===== src/rtl/cdc_fifo_pkg.sv =====
// Shared constants for the 4-bit CDC FIFO and its read-side consumers.
//   CDC_DATA_WIDTH    : width of one FIFO entry (nibble)
//   CDC_ADDRESS_WIDTH : FIFO address width, shared with the FIFO top
//   clog2 / beat_idx_width : width helpers for the word assembler
package cdc_fifo_pkg;

    localparam int CDC_DATA_WIDTH    = 4;
    localparam int CDC_ADDRESS_WIDTH = 5;

    function automatic int clog2(input int value);
        int result;
        result = 0;
        while ((1 << result) < value) begin
            result = result + 1;
        end
        return result;
    endfunction

    // A beat index always needs at least one bit, even when clog2 would give 0.
    function automatic int beat_idx_width(input int beats);
        int w;
        w = clog2(beats);
        return (w < 1) ? 1 : w;
    endfunction

endpackage


===== src/rtl/cdc_fifo_word_assembler.sv =====
// Read-side consumer of the CDC FIFO. Pops BEATS consecutive entries (first
// popped = least significant) and presents them as one word on a registered
// valid/ready output slot. Lives in the read clock domain.
//
// Ports:
//   clk          read-domain clock
//   rst_n        asynchronous active-low reset
//   fifo_empty   FIFO empty flag
//   fifo_data    FIFO head entry, valid whenever fifo_empty=0
//   fifo_pop     FIFO read increment; head is consumed on the clk edge
//   flush        synchronous discard of a partially assembled word
//   word_data    assembled word
//   word_valid   word_data holds an undelivered word
//   word_ready   downstream accepts word_data this cycle
//   partial      1..BEATS-1 beats held in the shift register
//   word_count   delivered-word counter, wraps
//
// State       | meaning
// ------------+------------------------------------------------------
// ASSEMBLE_k  | beat_idx = k: beats 0..k-1 of the next word are held
// slot EMPTY  | word_valid = 0: output register free
// slot FULL   | word_valid = 1: word waiting for word_ready
//
// BEATS legal range is 2..8.
module cdc_fifo_word_assembler
    import cdc_fifo_pkg::*;
#(
    parameter int DATA_WIDTH  = CDC_DATA_WIDTH,
    parameter int BEATS       = 2,
    parameter int COUNT_WIDTH = 8
) (
    input  logic                        clk,
    input  logic                        rst_n,
    input  logic                        fifo_empty,
    input  logic [DATA_WIDTH-1:0]       fifo_data,
    output logic                        fifo_pop,
    input  logic                        flush,
    output logic [DATA_WIDTH*BEATS-1:0] word_data,
    output logic                        word_valid,
    input  logic                        word_ready,
    output logic                        partial,
    output logic [COUNT_WIDTH-1:0]      word_count
);

    localparam int BIW     = beat_idx_width(BEATS);
    localparam int SHIFT_W = (BEATS - 1) * DATA_WIDTH;
    localparam logic [BIW-1:0] LAST_BEAT = BIW'(BEATS - 1);

    logic [BIW-1:0]     beat_idx;
    logic [SHIFT_W-1:0] shift;
    logic               last_beat;
    logic               deliver;
    logic               pop;

    assign last_beat = (beat_idx == LAST_BEAT);
    assign deliver   = word_valid && word_ready;

    // Only the final beat depends on the output slot: it may pop when the slot
    // is free or is being emptied this same edge. rst_n gating keeps the FIFO
    // untouched while reset is held.
    assign pop      = rst_n && !fifo_empty && !flush &&
                      (!last_beat || !word_valid || word_ready);
    assign fifo_pop = pop;
    assign partial  = (beat_idx != '0);

    always_ff @(posedge clk or negedge rst_n) begin
        if (!rst_n) begin
            beat_idx   <= '0;
            shift      <= '0;
            word_data  <= '0;
            word_valid <= 1'b0;
            word_count <= '0;
        end else begin
            if (deliver) begin
                word_count <= word_count + COUNT_WIDTH'(1);
                word_valid <= 1'b0;
            end

            if (flush) begin
                beat_idx <= '0;
                shift    <= '0;
            end else if (pop) begin
                if (last_beat) begin
                    // A load on the same edge as a delivery overrides the clear above.
                    word_data  <= {fifo_data, shift};
                    word_valid <= 1'b1;
                    beat_idx   <= '0;
                end else begin
                    for (int i = 0; i < BEATS - 1; i++) begin
                        if (beat_idx == BIW'(i)) begin
                            shift[i*DATA_WIDTH +: DATA_WIDTH] <= fifo_data;
                        end
                    end
                    beat_idx <= beat_idx + BIW'(1);
                end
            end
        end
    end

endmodule


===== config.mk =====
export PLATFORM = sky130hd
export DESIGN_NAME = cdc_fifo_word_assembler
export DESIGN_NICKNAME = d
export VERILOG_FILES = /design/src/rtl/cdc_fifo_pkg.sv /design/src/rtl/cdc_fifo_word_assembler.sv
export SDC_FILE = /design/constraint.sdc
export NUM_CORES = 1
export LEC_CHECK = 0
export ABC_AREA = 1
export CAP_MARGIN = 20
export CORE_UTILIZATION = 32
export CTS_CLUSTER_DIAMETER = 40
export CTS_CLUSTER_SIZE = 25
export DETAILED_ROUTE_END_ITERATION = 10
export GPL_TIMING_DRIVEN = 0
export PLACE_DENSITY = 0.58
export RECOVER_POWER = 100
export SLEW_MARGIN = 20
export SYNTH_ARGS = -nofsm -noshare
export SYNTH_HDL_FRONTEND = slang
export SYNTH_SLANG_ARGS = --single-unit

===== constraint.sdc =====
create_clock -name clk -period 1.06 [get_ports clk]
set_clock_uncertainty 0.05 [all_clocks]
set_input_delay 0.212 -clock clk [delete_from_list [all_inputs] [get_ports clk]]
set_output_delay 0.212 -clock clk [all_outputs]
set_load 0.01 [all_outputs]

==> flow_summary.json, run 1 <==
{
  "power.internal_w": 0.00152,
  "clock-sinks": 22,
  "yosysSeqAreaShare_pct": 53.5,
  "grt_start_max_net_pins": 25,
  "combPwrFrac_pct": 31.9,
  "area_delta_synth_final_pct": 62.2,
  "die_y_um": 58.7,
  "ys.flop_type": "dfrtp_1",
  "clkSlewWorstSetupHoldPaths_ns": 0.13,
  "cts_root_buf": "clkbuf_4",
  "syn_area_per_cell_um2": 9.28,
  "syn_nets": 121,
  "crit_family": "buffers and inverters",
  "synth_top_cell_by_area": "dfrtp_1",
  "final_nets": 181,
  "critPathMaxFanout": 7,
  "cp-start-kind": "flop",
  "core_area_um2": 3050,
  "drt_iter0_drc": 9,
  "power.share.sequential_pct": 46.2,
  "synth_commonest_cells": "nand2_1 (30), dfrtp_1 (22), inv_1 (18), o21ai_0 (8), o21ai_2 (8)",
  "rsz0062_at_grt": "true",
  "outcome": "finished, violations left",
  "drt-total-wl_mm": 2.49,
  "swShare_pct": 29.8,
  "clockBufferDepth": 2,
  "synthTopCellsByArea": "dfrtp_1 (53%), nand2_1 (11%), o21ai_2 (6.8%)",
  "synthArstFlopShare_pct": 100,
  "fin_crit_sh_pct": 128,
  "die_w_um": 58.7,
  "instances_no_fill": 214,
  "path_depth": 8,
  "vias": 954,
  "crit_required_ns": 1.22,
  "clk_latency_ns": 0.31,
  "critical_path_class": "flop to flop",
  "dpl.cell_count": 182,
  "grt_pass1_wl_mm": 3.94,
  "netlist-cell-type-count": 20,
  "port_buffers": 27,
  "vdd_drop_max_uv": 874,
  "synth_top_area_share_pct": 53.5,
  "setup_viol": 39,
  "synth_edf_count": 0,
  "drcViolationCount": 0,
  "synth_most_common_cell": "nand2_1",
  "dp_hpwl_mm": 1.51,
  "yosys_warnings": 0,
  "violations": "negative hold slack, negative setup slack",
  "rr_worst_depth": 8,
  "fin_crit_ns": 1.35,
  "hold_viol_final": 22,
  "p_clk_share_pct": 21.9,
  "max-cap-violations": 0,
  "synth-seq-cells": 22,
  "gr-total-overflow": 0,
  "place_congestion": 0.733,
  "worst_slack_ns": -0.295,
  "die_area_um2": 3450,
  "hold_slack_ns": -0.331,
  "num_rows": 20,
  "cts_tree": "done",
  "grt_pass1_vias": 911,
  "clock.fmax_ghz": 0.738,
  "end_kind": "flop",
  "critPathSlowestCell": "dfrtp_2",
  "finalMaxSlewViolations": 0,
  "cts_htree_levels": 1,
  "powerDensity_nw_per_um2": 1300,
  "crit_chain": "buf_6, buf_6, nand2_4, clkinv_4, nand3_4, buf_12, buf_12, o21ai_2",
  "start_util_pct": 33.7,
  "power.leakage_nw": 0.866,
  "diodes": 0,
  "hold_path.class": "input port to async pin",
  "worst_slew_pin_slew_ns": 0.275,
  "netlist_instances": 111,
  "syn_area_um2": 1030,
  "arrival_ns": 1.52,
  "antenna_found_initial": 0,
  "drtAntennaViolNets": 0,
  "drt-vias-per-instance": 4.46,
  "drive_above_1_share_pct": 49.4,
  "maxSlewHeadroom_pct": 81.5,
  "ios": 28,
  "routedWlPerCell_um": 11.6,
  "slowest_delay_ns": 0.44,
  "grt_use_total_pct": 15.3,
  "worst-path-buf-inv": 5,
  "cts_buffers": 3,
  "first_pass_iters": 4,
  "p_switching_w": 0.000645
}
[final timing paths]
check	startpoint	end	slack (ns)
worst max-delay path	partial$_DFFE_PN0P_	word_data[4]$_DFFE_PN0P_	-0.29
max in group asynchronous	rst_n	partial$_DFFE_PN0P_	1.08
worst min-delay path	rst_n	word_count[0]$_DFFE_PN0P_	-0.33
min in group clk	rst_n	word_valid$_DFF_PN0_	0.27
worst max register to register	partial$_DFFE_PN0P_	word_data[4]$_DFFE_PN0P_	-0.29
worst min register to register	word_data[4]$_DFFE_PN0P_	word_data[4]$_DFFE_PN0P_	0.46
[metal layers]
layer	vias up	GRT usage, %	routed length [um]
li1	464	-	-
met5	-	0	0
met4	0	2.04	11
met1	459	18.0	1040
met2	29	27.9	1310
met3	2	4.62	124
[cell usage in the layout (no fill, tap or decap), types with 4 or more instances in the layout]
master,n
nand2_4,9
buf_4,22
buf_6,7
inv_1,17
clkdlybuf4s50_1,5
dfrtp_1,20
o21ai_0,5
buf_2,17
nor2_1,4
o21ai_2,9
nand2_1,23
[cell type report]
| class | instances | area [um2] |
|---|---|---|
| fill | 303 | 1380 |
| sequential | 22 | 553 |
| multi-input combinational | 69 | 493 |
| timing repair buffer | 55 | 437 |
| inverter | 19 | 76.3 |
| tap | 44 | 55.1 |
| clock buffer | 4 | 36.3 |
| buffer | 1 | 20.0 |
[sequential cells by signal, indices dropped and copies added, names as in the netlist]
register / flops
word_valid: 1
partial: 1
word_data: 8
shift: 4
word_count: 8
[logic make-up (layout without fill, tap and decap cells)]
group                      after synthesis  in the layout  share of synthesized area (%)
and+or+nand+nor                         48             48                           22.8
DFF                                     22             22                           53.5
buffers and inverters                   20             79                           8.14
AOI/OAI and AO/OA                       16             16                           10.7
xor gates and xnor gates                 3              3                           2.55
adders and majority gates                1              1                           1.21
muxes                                    1              1                           1.09
[power by group through the flow]
stage | clock network [W] | registers, W | logic [W]
2_1_floorplan | 0 | 0.00109 | 0.000164
3_3_place_gp | 0 | 0.00105 | 0.000486
3_5_place_dp | 0 | 0.00105 | 0.000498
4_1_cts | 0.000491 | 0.000995 | 0.000622
5_1_grt | 0.000514 | 0.00101 | 0.000757
6_report | 0.000475 | 0.00100 | 0.000689
[stage by stage]
stage / TNS, ns / util [%] / setup WS, ns / instance area [um2] / power [W]
after global placement: -35.69 / 44.6 / -1.67 / 1360 / 0.00154
final: -5.10 / 54.7 / -0.295 / 1670 / 0.00216
after global routing: -7.12 / 54.7 / -0.338 / 1670 / 0.00228
after detailed placement: -36.34 / 44.6 / -1.66 / 1360 / 0.00155
after floorplan: -0.0823 / - / -0.0639 / 1040 / 0.00125
after CTS: -5.08 / 51.7 / -0.259 / 1580 / 0.00211
[worst reg2reg max path, stage by stage, from the launching register on]
cell      delay [ns]
dfrtp_2         0.44
buf_6           0.12
buf_6           0.12
nand2_4         0.07
clkinv_4        0.06
nand3_4         0.08
buf_12          0.14
buf_12          0.12
o21ai_2         0.05
[timing repair]
action / 4_1_cts / 5_1_grt
buffers inserted: 20 / 9
endpoints found under the setup margin: 61 / 39
pin swaps: 7 / 6
cloned: 1 / 0
resized for setup: 105 / 16
endpoints found under the hold margin: 22 / 22
(Power assumes the default switching activity.)
==> run 2: changes to the inputs <==
Settings changed: MAX_ROUTING_LAYER from default to met4, PLACE_DENSITY 0.58 to default.
==> flow_summary.json, run 2 (same netlist as run 1, synthesis figures left out) <==
{
  "first_pass_iters": 4,
  "r2r_setup_slack_ns": -0.21,
  "place_congestion": 0.757,
  "wl_met2_mm": 1.23,
  "critPathMaxFanout": 6,
  "crit_required_ns": 0.80,
  "vias": 947,
  "min_from": "rst_n",
  "instances_no_fill": 214,
  "rsz0062_at_grt": "true",
  "hold_viol_final": 0,
  "finish.utilization_pct": 53.7,
  "die_area_um2": 3450,
  "cts_buffers": 3,
  "hold_path.class": "input port to flop",
  "worst_slack_ns": -0.246,
  "drcViolationCount": 0,
  "gr-total-overflow": 0,
  "final_common_cell": "nand2_1",
  "core_area_um2": 3050,
  "drtAntennaViolNets": 0,
  "rr_worst_depth": 7,
  "arrival_ns": 1.04,
  "diodes": 0,
  "fin_crit_ns": 1.31,
  "setup_viol": 38,
  "dp_hpwl_mm": 1.43,
  "grt_start_max_net_pins": 25,
  "end_kind": "primary output",
  "cts_root_buf": "clkbuf_4",
  "clk_latency_ns": 0.31,
  "crit_family": "flip-flops",
  "worst_slew_pin_slew_ns": 0.500,
  "clock-sinks": 22,
  "violations": "negative setup slack",
  "antenna_found_initial": 0,
  "hold_end": "word_valid$_DFF_PN0_",
  "area_delta_synth_final_pct": 59.2,
  "crit_chain": "buf_4, buf_2",
  "maxSlewHeadroom_pct": 66.6,
  "final_cell_mix": "nand2_1 (21), dfrtp_1 (20), buf_2 (18)",
  "max-cap-violations": 0,
  "routedWlPerCell_um": 11.0,
  "clockBufferDepth": 2,
  "outcome": "finished, violations left",
  "powerDensity_nw_per_um2": 1330,
  "final_nets": 181,
  "power.share.sequential_pct": 45.9,
  "ios": 28,
  "drt-vias-per-instance": 4.43,
  "critPathSlowestCell": "dfrtp_2",
  "rr_endpoint": "word_data[1]$_DFFE_PN0P_",
  "clkSlewWorstSetupHoldPaths_ns": 0.12,
  "final_area_um2": 1640,
  "total_power_w": 0.00218,
  "swShare_pct": 29.0,
  "cts_htree_levels": 1,
  "finalMaxSlewViolations": 0,
  "die_w_um": 58.7,
  "drt_iter0_drc": 15,
  "drive_above_1_share_pct": 50.0,
  "p_clk_share_pct": 21.1,
  "fin_crit_sh_pct": 123,
  "worst-path-buf-inv": 2,
  "r2r_start": "word_valid$_DFF_PN0_",
  "wl_met1_um": 986,
  "power.leakage_nw": 0.850,
  "power.internal_w": 0.00155,
  "cp-start-kind": "flop",
  "combPwrFrac_pct": 33.1,
  "grt_pass1_vias": 903,
  "hold_depth": 3,
  "num_rows": 20,
  "largest_registers": "word_count: 8 flops, word_data: 8 flops, shift: 4 flops",
  "slowest_delay_ns": 0.43,
  "critical_path_class": "flop to primary output",
  "dpl.cell_count": 182,
  "vdd_drop_max_uv": 845,
  "port_buffers": 27,
  "top_layer": "met4",
  "drt-total-wl_mm": 2.36,
  "dpl_cell_area_um2": 1360,
  "wl_met3_um": 116,
  "grt_use_total_pct": 15.4,
  "die_y_um": 58.7,
  "grt_pass1_wl_mm": 3.83,
  "start_util_pct": 33.7,
  "cts_tree": "done",
  "place_ws_ns": -1.69,
  "p_switching_w": 0.000633,
  "clock.fmax_ghz": 0.766
}
==> run 2: power groups by stage <==
| stage | clock network (W) | logic [W] | registers (W) |
|---|---|---|---|
| after CTS | 0.000481 | 0.000638 | 0.00100 |
| after detailed placement | 0 | 0.000494 | 0.00105 |
| after global routing | 0.000519 | 0.000798 | 0.00102 |
| final | 0.000460 | 0.000722 | 0.00100 |
| after global placement | 0 | 0.000486 | 0.00105 |
| after floorplan | 0 | 0.000164 | 0.00109 |
==> run 2: worst max path at each step <==
stage	cells after the start	to	from
floorplan	2	word_count[1]$_DFFE_PN0P_	word_count[1]$_DFFE_PN0P_
global placement	6	fifo_pop	rst_n
detailed placement	6	fifo_pop	rst_n
CTS	4	fifo_pop	word_valid$_DFF_PN0_
global route	4	fifo_pop	word_valid$_DFF_PN0_
finish	2	word_valid	word_valid$_DFF_PN0_
==> run 2: per-layer routing <==
layer	track usage, %	vias to the layer above
met4	3.06	0
met3	5.05	4
met5	-	-
met1	16.4	448
met2	27.6	30
li1	-	465
==> run 2: area by class of cell <==
class                      instances  area [um2]
buffer                             1        15.0
clock buffer                       4        36.3
fill                             301        1410
inverter                          19        73.8
multi-input combinational         69         465
sequential                        22         553
tap                               44        55.1
timing repair buffer              55         440
==> run 2: worst register-to-register path, stage by stage, from the launching register on <==
cell and delay (ns):
dfrtp_2 0.43, nand3_2 0.09, buf_4 0.11, buf_6 0.09, nand3_4 0.14, buf_8 0.18
nand2_2 0.05, o21ai_2 0.04
==> run 2: stage by stage <==
stage,TNS [ns],hold WS (ns)
after floorplan,-0.0823,-0.134
after global placement,-34.96,0.421
after detailed placement,-36.51,0.425
after CTS,-4.25,-0.269
after global routing,-6.84,0.172
final,-4.43,0.161
==> run 2: repair_timing <==
action                                  CTS  global route
hold endpoints to repair                 22            22
gates cloned                              1             0
pin swaps                                 4             5
gates resized for setup                 106            10
buffers inserted                         22             4
endpoints found under the setup margin   60            38
